<file path="config.mk">
export PLATFORM = sky130hd
export DESIGN_NAME = mem_port_arbiter
export DESIGN_NICKNAME = d
export VERILOG_FILES = /design/src/rtl/mem_arb_pkg.sv /design/src/rtl/arb_pick.sv /design/src/rtl/mem_port_arbiter.sv
export SDC_FILE = /design/constraint.sdc
export NUM_CORES = 1
export LEC_CHECK = 0
export BUFFER_PORTS_ARGS = -buffer_cell sky130_fd_sc_hd__clkbuf_2
export CAP_MARGIN = 30
export CORE_AREA = 2 2 106 108
export DETAILED_ROUTE_END_ITERATION = 12
export DIE_AREA = 0 0 108 110
export GPL_TIMING_DRIVEN = 1
export PLACE_DENSITY_LB_ADDON = 0.1
export SYNTH_ARGS = -nofsm -noshare
export SYNTH_HDL_FRONTEND = slang
export SYNTH_SLANG_ARGS = --single-unit
</file>
<file path="constraint.sdc">
create_clock -name clk -period 5.4 [get_ports clk]
set_input_delay 0.81 -clock clk [delete_from_list [all_inputs] [get_ports clk]]
set_output_delay 0.81 -clock clk [all_outputs]
set_load 0.01 [all_outputs]
</file>
<file path="src/rtl/mem_arb_pkg.sv">
// Shared types for the instruction/data memory port arbiter: FSM state,
// request owner encoding and the latency counter width.
package mem_arb_pkg;

    typedef enum logic {
        IDLE = 1'b0,
        WAIT = 1'b1
    } state_e;

    typedef enum logic [1:0] {
        NONE  = 2'd0,
        FETCH = 2'd1,
        DATA  = 2'd2
    } owner_e;

    localparam int CNT_W = 4;

endpackage : mem_arb_pkg

</file>
<file path="src/rtl/arb_pick.sv">
// Combinational grant selection between the fetch and data requesters.
// ARB_ROUND_ROBIN_EN selects alternating priority on conflicts; otherwise data wins.
module arb_pick
    import mem_arb_pkg::*;
(
    input  logic   i_valid_i,
    input  logic   d_valid_i,
    input  owner_e last_grant_i,
    output owner_e grant_o
);

`ifdef ARB_ROUND_ROBIN_EN
    // On a conflict the port that did not win last time gets the memory
    always_comb begin
        grant_o = NONE;
        if (i_valid_i && d_valid_i) begin
            grant_o = (last_grant_i == DATA) ? FETCH : DATA;
        end else if (d_valid_i) begin
            grant_o = DATA;
        end else if (i_valid_i) begin
            grant_o = FETCH;
        end else begin
            grant_o = NONE;
        end
    end
`else
    logic unused_last_grant_s;
    assign unused_last_grant_s = ^last_grant_i;

    // Fixed priority: data side always beats fetch
    always_comb begin
        grant_o = NONE;
        if (d_valid_i) begin
            grant_o = DATA;
        end else if (i_valid_i) begin
            grant_o = FETCH;
        end else begin
            grant_o = NONE;
        end
    end
`endif

endmodule : arb_pick

</file>
<file path="src/rtl/mem_port_arbiter.sv">
// Shares one single-port memory between fetch and load/store requesters.
// Optional round-robin arbitration on conflicts via macro ARB_ROUND_ROBIN_EN.
module mem_port_arbiter
    import mem_arb_pkg::*;
#(
    parameter int ADDR_W  = 32,
    parameter int DATA_W  = 32,
    parameter int MEM_LAT = 1
) (
    input  logic                clk,
    input  logic                rst,
    input  logic                i_valid,
    input  logic [ADDR_W-1:0]   i_addr,
    output logic                i_ready,
    output logic [DATA_W-1:0]   i_rdata,
    input  logic                d_valid,
    input  logic                d_we,
    input  logic [ADDR_W-1:0]   d_addr,
    input  logic [DATA_W-1:0]   d_wdata,
    input  logic [DATA_W/8-1:0] d_wstrb,
    output logic                d_ready,
    output logic [DATA_W-1:0]   d_rdata,
    output logic                mem_en,
    output logic                mem_we,
    output logic [ADDR_W-1:0]   mem_addr,
    output logic [DATA_W-1:0]   mem_wdata,
    output logic [DATA_W/8-1:0] mem_wstrb,
    input  logic [DATA_W-1:0]   mem_rdata,
    output logic                busy
);

    state_e           state_q, state_d;
    owner_e           owner_q, owner_d;
    owner_e           last_grant_q, last_grant_d;
    logic [CNT_W-1:0] cnt_q, cnt_d;
    owner_e           grant_s;

    arb_pick u_arb_pick (
        .i_valid_i    (i_valid),
        .d_valid_i    (d_valid),
        .last_grant_i (last_grant_q),
        .grant_o      (grant_s)
    );

    // State, owner, last grant and latency counter registers
    always_ff @(posedge clk or posedge rst) begin
        if (rst) begin
            state_q      <= IDLE;
            owner_q      <= NONE;
            last_grant_q <= DATA;
            cnt_q        <= '0;
        end else begin
            state_q      <= state_d;
            owner_q      <= owner_d;
            last_grant_q <= last_grant_d;
            cnt_q        <= cnt_d;
        end
    end

    // Next-state logic and memory/requester muxing; outputs forced low during reset
    always_comb begin
        state_d      = state_q;
        owner_d      = owner_q;
        last_grant_d = last_grant_q;
        cnt_d        = cnt_q;
        i_ready      = 1'b0;
        i_rdata      = '0;
        d_ready      = 1'b0;
        d_rdata      = '0;
        mem_en       = 1'b0;
        mem_we       = 1'b0;
        mem_addr     = '0;
        mem_wdata    = '0;
        mem_wstrb    = '0;
        busy         = 1'b0;
        if (!rst) begin
            case (state_q)
                IDLE: begin
                    case (grant_s)
                        DATA: begin
                            mem_en       = 1'b1;
                            mem_addr     = d_addr;
                            last_grant_d = DATA;
                            if (d_we) begin
                                // Stores retire in the issue cycle; the port stays free
                                mem_we    = 1'b1;
                                mem_wdata = d_wdata;
                                mem_wstrb = d_wstrb;
                                d_ready   = 1'b1;
                            end else begin
                                owner_d = DATA;
                                cnt_d   = CNT_W'(MEM_LAT - 1);
                                state_d = WAIT;
                            end
                        end
                        FETCH: begin
                            mem_en       = 1'b1;
                            mem_addr     = i_addr;
                            last_grant_d = FETCH;
                            owner_d      = FETCH;
                            cnt_d        = CNT_W'(MEM_LAT - 1);
                            state_d      = WAIT;
                        end
                        default: begin
                            state_d = IDLE;
                        end
                    endcase
                end
                WAIT: begin
                    busy = 1'b1;
                    if (cnt_q == '0) begin
                        // Read data returns now; hand it only to the owning port
                        state_d = IDLE;
                        owner_d = NONE;
                        if (owner_q == FETCH) begin
                            i_ready = 1'b1;
                            i_rdata = mem_rdata;
                        end else if (owner_q == DATA) begin
                            d_ready = 1'b1;
                            d_rdata = mem_rdata;
                        end else begin
                            owner_d = NONE;
                        end
                    end else begin
                        cnt_d = cnt_q - CNT_W'(1);
                    end
                end
                default: begin
                    state_d = IDLE;
                    owner_d = NONE;
                end
            endcase
        end else begin
            state_d = IDLE;
        end
    end

endmodule : mem_port_arbiter

</file>
# After elaboration in Yosys (flattened, before gate mapping)
# Cells that the tools add are included.
# totals
ram_bits	0
out_inout_bits	137
in_bits	137
word_cells	71
latchBits	0
reg_bits	7
romBits	0
n_memories	0
# op_classes
n_mul	0
bitwise	2
n_div	0
n_eq_ne	8
reduce_logical	4
n_mux	53
shifts	0
n_lt_le_gt_ge	0
addsub	1
# ops
op	n
2-to-1 mux 32 bit	15
case mux 32 bit (2 select lines)	1
2-to-1 mux 4 bit	6
2-to-1 mux 1 bit	21
case mux 4 bit (2 select lines)	2
case mux 2 bit (2 select lines)	2
AND reduction 4 bit	2
2-to-1 mux 2 bit	3
case mux 1 bit (2 select lines)	3
equality test 2 x 1 -> 1 bit, second input constant	2
equality test 2 bit, second input constant	2
zero test 4 bit	1
subtractor 4 x 1 -> 4 bit, second input constant	1
!= test 3 x 1 -> 1 bit, second input constant	1
!= test 3 bit, second input constant	1
!= test 2 x 1 -> 1 bit, second input constant	1
!= test 2 bit, second input constant	1
inverter 1 bit	2
OR reduction 2 bit	1

# Longest topological paths before layout
# depth
word_depth	7
ltp_mapped	7
ltp_nobuf	6

# Modules after synthesis
# Synthesis repeated with hierarchy kept, for this count alone.
# hier_totals
cells_unflattened	217
area_unflattened_um2	1630.3
# modules_own_cells
mod	seq_area_each_um2	area_per_inst_um2	n_inst	cells_each
mem_port_arbiter	226.5	1609.0	1	215
arb_pick	0.0	21.3	1	2

# Least setup slack after synthesis
# OpenSTA, ideal clock, no wires.
# synth_path
path_kind	input port to output port
start	input port rst
end	output port d_rdata[30]
arrival_ps	1773
setup_slack_ps	2817
n_path_buf	1
t_required_ps	4590
cell_stages	5
path_cell_list	and2b_1 > nand2_2 > nor3b_2 > clkbuf_2 > and2_1
# synth_between
elab_chain_len	1
# synth_rtl
element	line	text
start, declared	mem_port_arbiter.sv:11	input logic rst,
2-to-1 mux 32 bit	mem_port_arbiter.sv:76	if (!rst) begin
end, declared	mem_port_arbiter.sv:22	output logic [DATA_W-1:0] d_rdata,
# Every way passes these cells.

# Worst setup path in the final report
# layout_path
start	input port d_valid
end	output port mem_wdata[28]
# layout_between
elab_chain_len	5
# layout_rtl
element	line	text
start, declared	mem_port_arbiter.sv:16	input logic d_valid,
2-to-1 mux 2 bit	arb_pick.sv:33	if (d_valid_i) begin
equality test 2 bit	mem_port_arbiter.sv:79	case (grant_s)
2-to-1 mux 32 bit	mem_port_arbiter.sv:79	
2-to-1 mux 32 bit	mem_port_arbiter.sv:77	case (state_q)
2-to-1 mux 32 bit	mem_port_arbiter.sv:76	
end, declared	mem_port_arbiter.sv:26	output logic [DATA_W-1:0] mem_wdata,
# Every way passes these cells.

==> results.py <==
metrics = {
    "power_and_ir_drop": {
        "max-vdd-ir-drop_uv": 69.86,
        "leakage_nw": 1.871,
        "power_density_mw_per_mm2": 136.0,
    },
    "cts": {
        "cts_max_level": 1,
        "cts.sinks": 7,
        "clkTransAtPathRegs_ps": 40,
        "clk_latency_ps": 230,
        "hold_buffers": 0,
        "numCtsBuffers": 3,
        "cts_tree": "built",
        "cts_resized": 0,
        "cts_buffer_depth": 2,
        "root_buffer": "clkbuf_8",
        "post_cts_buffers": 0,
    },
    "floorplanning": {
        "start_util_pct": 14.49,
        "die_height_um": 110,
        "rows": 38,
        "ioPinCount": 274,
        "core_mm2": 0.01070,
        "die_area_mm2": 0.01188,
        "die_x_um": 108,
    },
    "worst_setup_path": {
        "cp-end-kind": "output pin",
        "critPathMaxFanout": 38,
        "path_class": "in -> out",
        "worst-endpoint-required_ps": 4590,
        "cp-startpoint": "d_valid",
        "critical_path_arrival_ps": 2740,
        "r2r_start": "cnt_q[0]",
        "r2r_slack_ps": 3680,
        "r2r_cells": 6,
        "crit_end": "mem_wdata[28]",
        "r2r_end": "cnt_q[1]",
        "cp-start-kind": "primary input",
    },
    "routing": {
        "wirelength_um": 8107,
        "drt_iter0_drc": 63,
        "met1Wirelength_um": 2913,
        "wl_met2_um": 4354,
        "vias": 2581,
        "drc": 0,
        "met3_length_um": 823,
        "final_antenna_net_count": 0,
        "drt_first_pass_iters": 4,
        "routedWlPerCell_um": 12.85,
        "top_layer_used": "met4",
        "viasPerCell": 4.090,
    },
    "timing": {
        "fmax_ghz": 0.2818,
        "fin_crit_ps": 3548,
        "skew_ps": 2.582,
        "post-route-period-util_pct": 65.71,
        "rsz0062_at_grt": "no",
        "setup_tns_ps": 0,
        "final-setup-viol-count": 0,
        "worstMarginPinSlew_ps": 1034,
        "hold_viol_final": 0,
        "final_max_slew_viol_count": 0,
        "slew_headroom_pct": 31.01,
    },
    "logic_synthesis": {
        "ys_types": 26,
        "ys_seq_area_share_pct": 11.30,
        "syn-num-nets": 371,
        "postSynthAreaPerCell_um2": 6.682,
        "ys_ff_latch": 7,
        "synthCells": 232,
        "synth_area_mm2": 0.001550,
        "synth_warnings": 0,
    },
    "final_layout": {
        "final_core_util_pct": 28.68,
        "diodes": 0,
        "syn2layout_area_growth_pct": 97.90,
        "drive_above_1_share_pct": 64.56,
        "nets": 631,
    },
    "global_route": {
        "gr-total-overflow": 0,
        "grt_first_pass_wirelength_um": 11230,
        "grt_pass1_vias": 2291,
        "antenna_found_initial": 0,
        "grtUsageTotal_pct": 11.80,
        "grt_max_degree": 39,
    },
    "flow_run": {
        "drv_cap": 0,
    },
    "place": {
        "place.gp.congestion": 0.6857,
        "place_hpwl_um": 6980,
        "port_buffers": 273,
    },
    "outcome": {
        "status": "finished clean",
    },
    "worst_hold_path": {
        "whs_path_depth": 1,
        "hp-class": "reg -> reg",
    },
}
[kinds of logic after synthesis]
| group | share of synthesized area [%] |
|---|---|
| simple gates | 59.81 |
| compound gates | 19.86 |
| buf+inv | 7.425 |
| flops | 11.30 |
| fa+ha+maj | 1.614 |
[routing by layer]
layer / GRT usage, % / vias to the layer above
met4: 2.198 / 0
met1: 13.05 / 1137
met2: 23.32 / 159
li1: - / 1283
met3: 2.352 / 2
met5: 0 / -
[flip-flops by register name, summed over array words and instances, names as in the netlist]
name and flops:
state_q 1, owner_q 2, cnt_q 4
[cell usage after synthesis, drive strengths merged]
master,n,share of area [%]
nor3b,3,2.8
a21oi,4,1.3
and2,100,43
nand2b,4,1.6
or2,3,1.2
ha,2,1.6
buf,8,2.5
and2b,1,0.48
a22oi,31,15
a31oi,3,1.2
inv,5,1.2
clkbuf,13,3.7
o21ai,2,0.65
nand2,4,1.1
nor2b,1,0.40
o2bb2ai,3,1.7
nor3,2,0.65
nor2,36,8.7
dfrtp,7,11
[stage by stage]
| step | hold WS (ps) | power (mW) | area, µm² | std cells | setup WS (ps) |
|---|---|---|---|---|---|
| 4_1_cts | 499.4 | 0.4234 | 3068 | 631 | 1815 |
| 2_1_floorplan | 472.1 | 0.2304 | 1550 | 232 | 2817 |
| 3_3_place_gp | 498.1 | 0.3471 | 3023 | 627 | 1812 |
| 6_report | 497.8 | 0.4173 | 3068 | 631 | 1852 |
| 3_5_place_dp | 496.8 | 0.3478 | 3023 | 627 | 1821 |
| 5_1_grt | 529.6 | 0.4583 | 3068 | 631 | 1561 |
[report_power, final]
part | internal [mW] | switching [mW] | total, mW
logic | 0.122 | 0.134 | 0.256
clock network | 0.0510 | 0.0216 | 0.0725
registers | 0.0721 | 0.0167 | 0.0888
[worst max-delay path, cell delays in order]
cell and delay [ps]:
clkbuf_2 570, nand2_1 140, nor2_2 800, and2_1 250, clkbuf_2 140
[worst min path at each step]
stage | start | end | slack (ps)
6_report | cnt_q[3] | cnt_q[3] | 500
5_1_grt | cnt_q[3] | cnt_q[3] | 530
4_1_cts | cnt_q[3] | cnt_q[3] | 500
3_5_place_dp | cnt_q[3] | cnt_q[3] | 500
3_3_place_gp | cnt_q[3] | cnt_q[3] | 500
2_1_floorplan | cnt_q[3] | cnt_q[3] | 470
[final cells by class]
class	count	area, µm²
clock buffers	4	45.04
fillers	1216	7630
well taps	140	175.2
flip-flops and latches	7	175.2
inverters	5	18.77
multi-input cells	199	1265
repair buffers	276	1389
[cells in the final DEF, fill, tap and decap left out, types with 2 or more instances in the layout]
master	n
nand2b_1	4
a31oi_1	3
nor3b_2	2
o2bb2ai_1	3
clkbuf_2	273
nand2_1	3
or2_2	2
ha_1	2
a22oi_1	31
and2_1	70
nor3_1	2
dfrtp_1	7
clkbuf_8	3
and2_2	30
inv_1	5
o21ai_0	2
buf_4	3
a21oi_1	4
nor2_1	35
(Power assumes the default switching activity.)
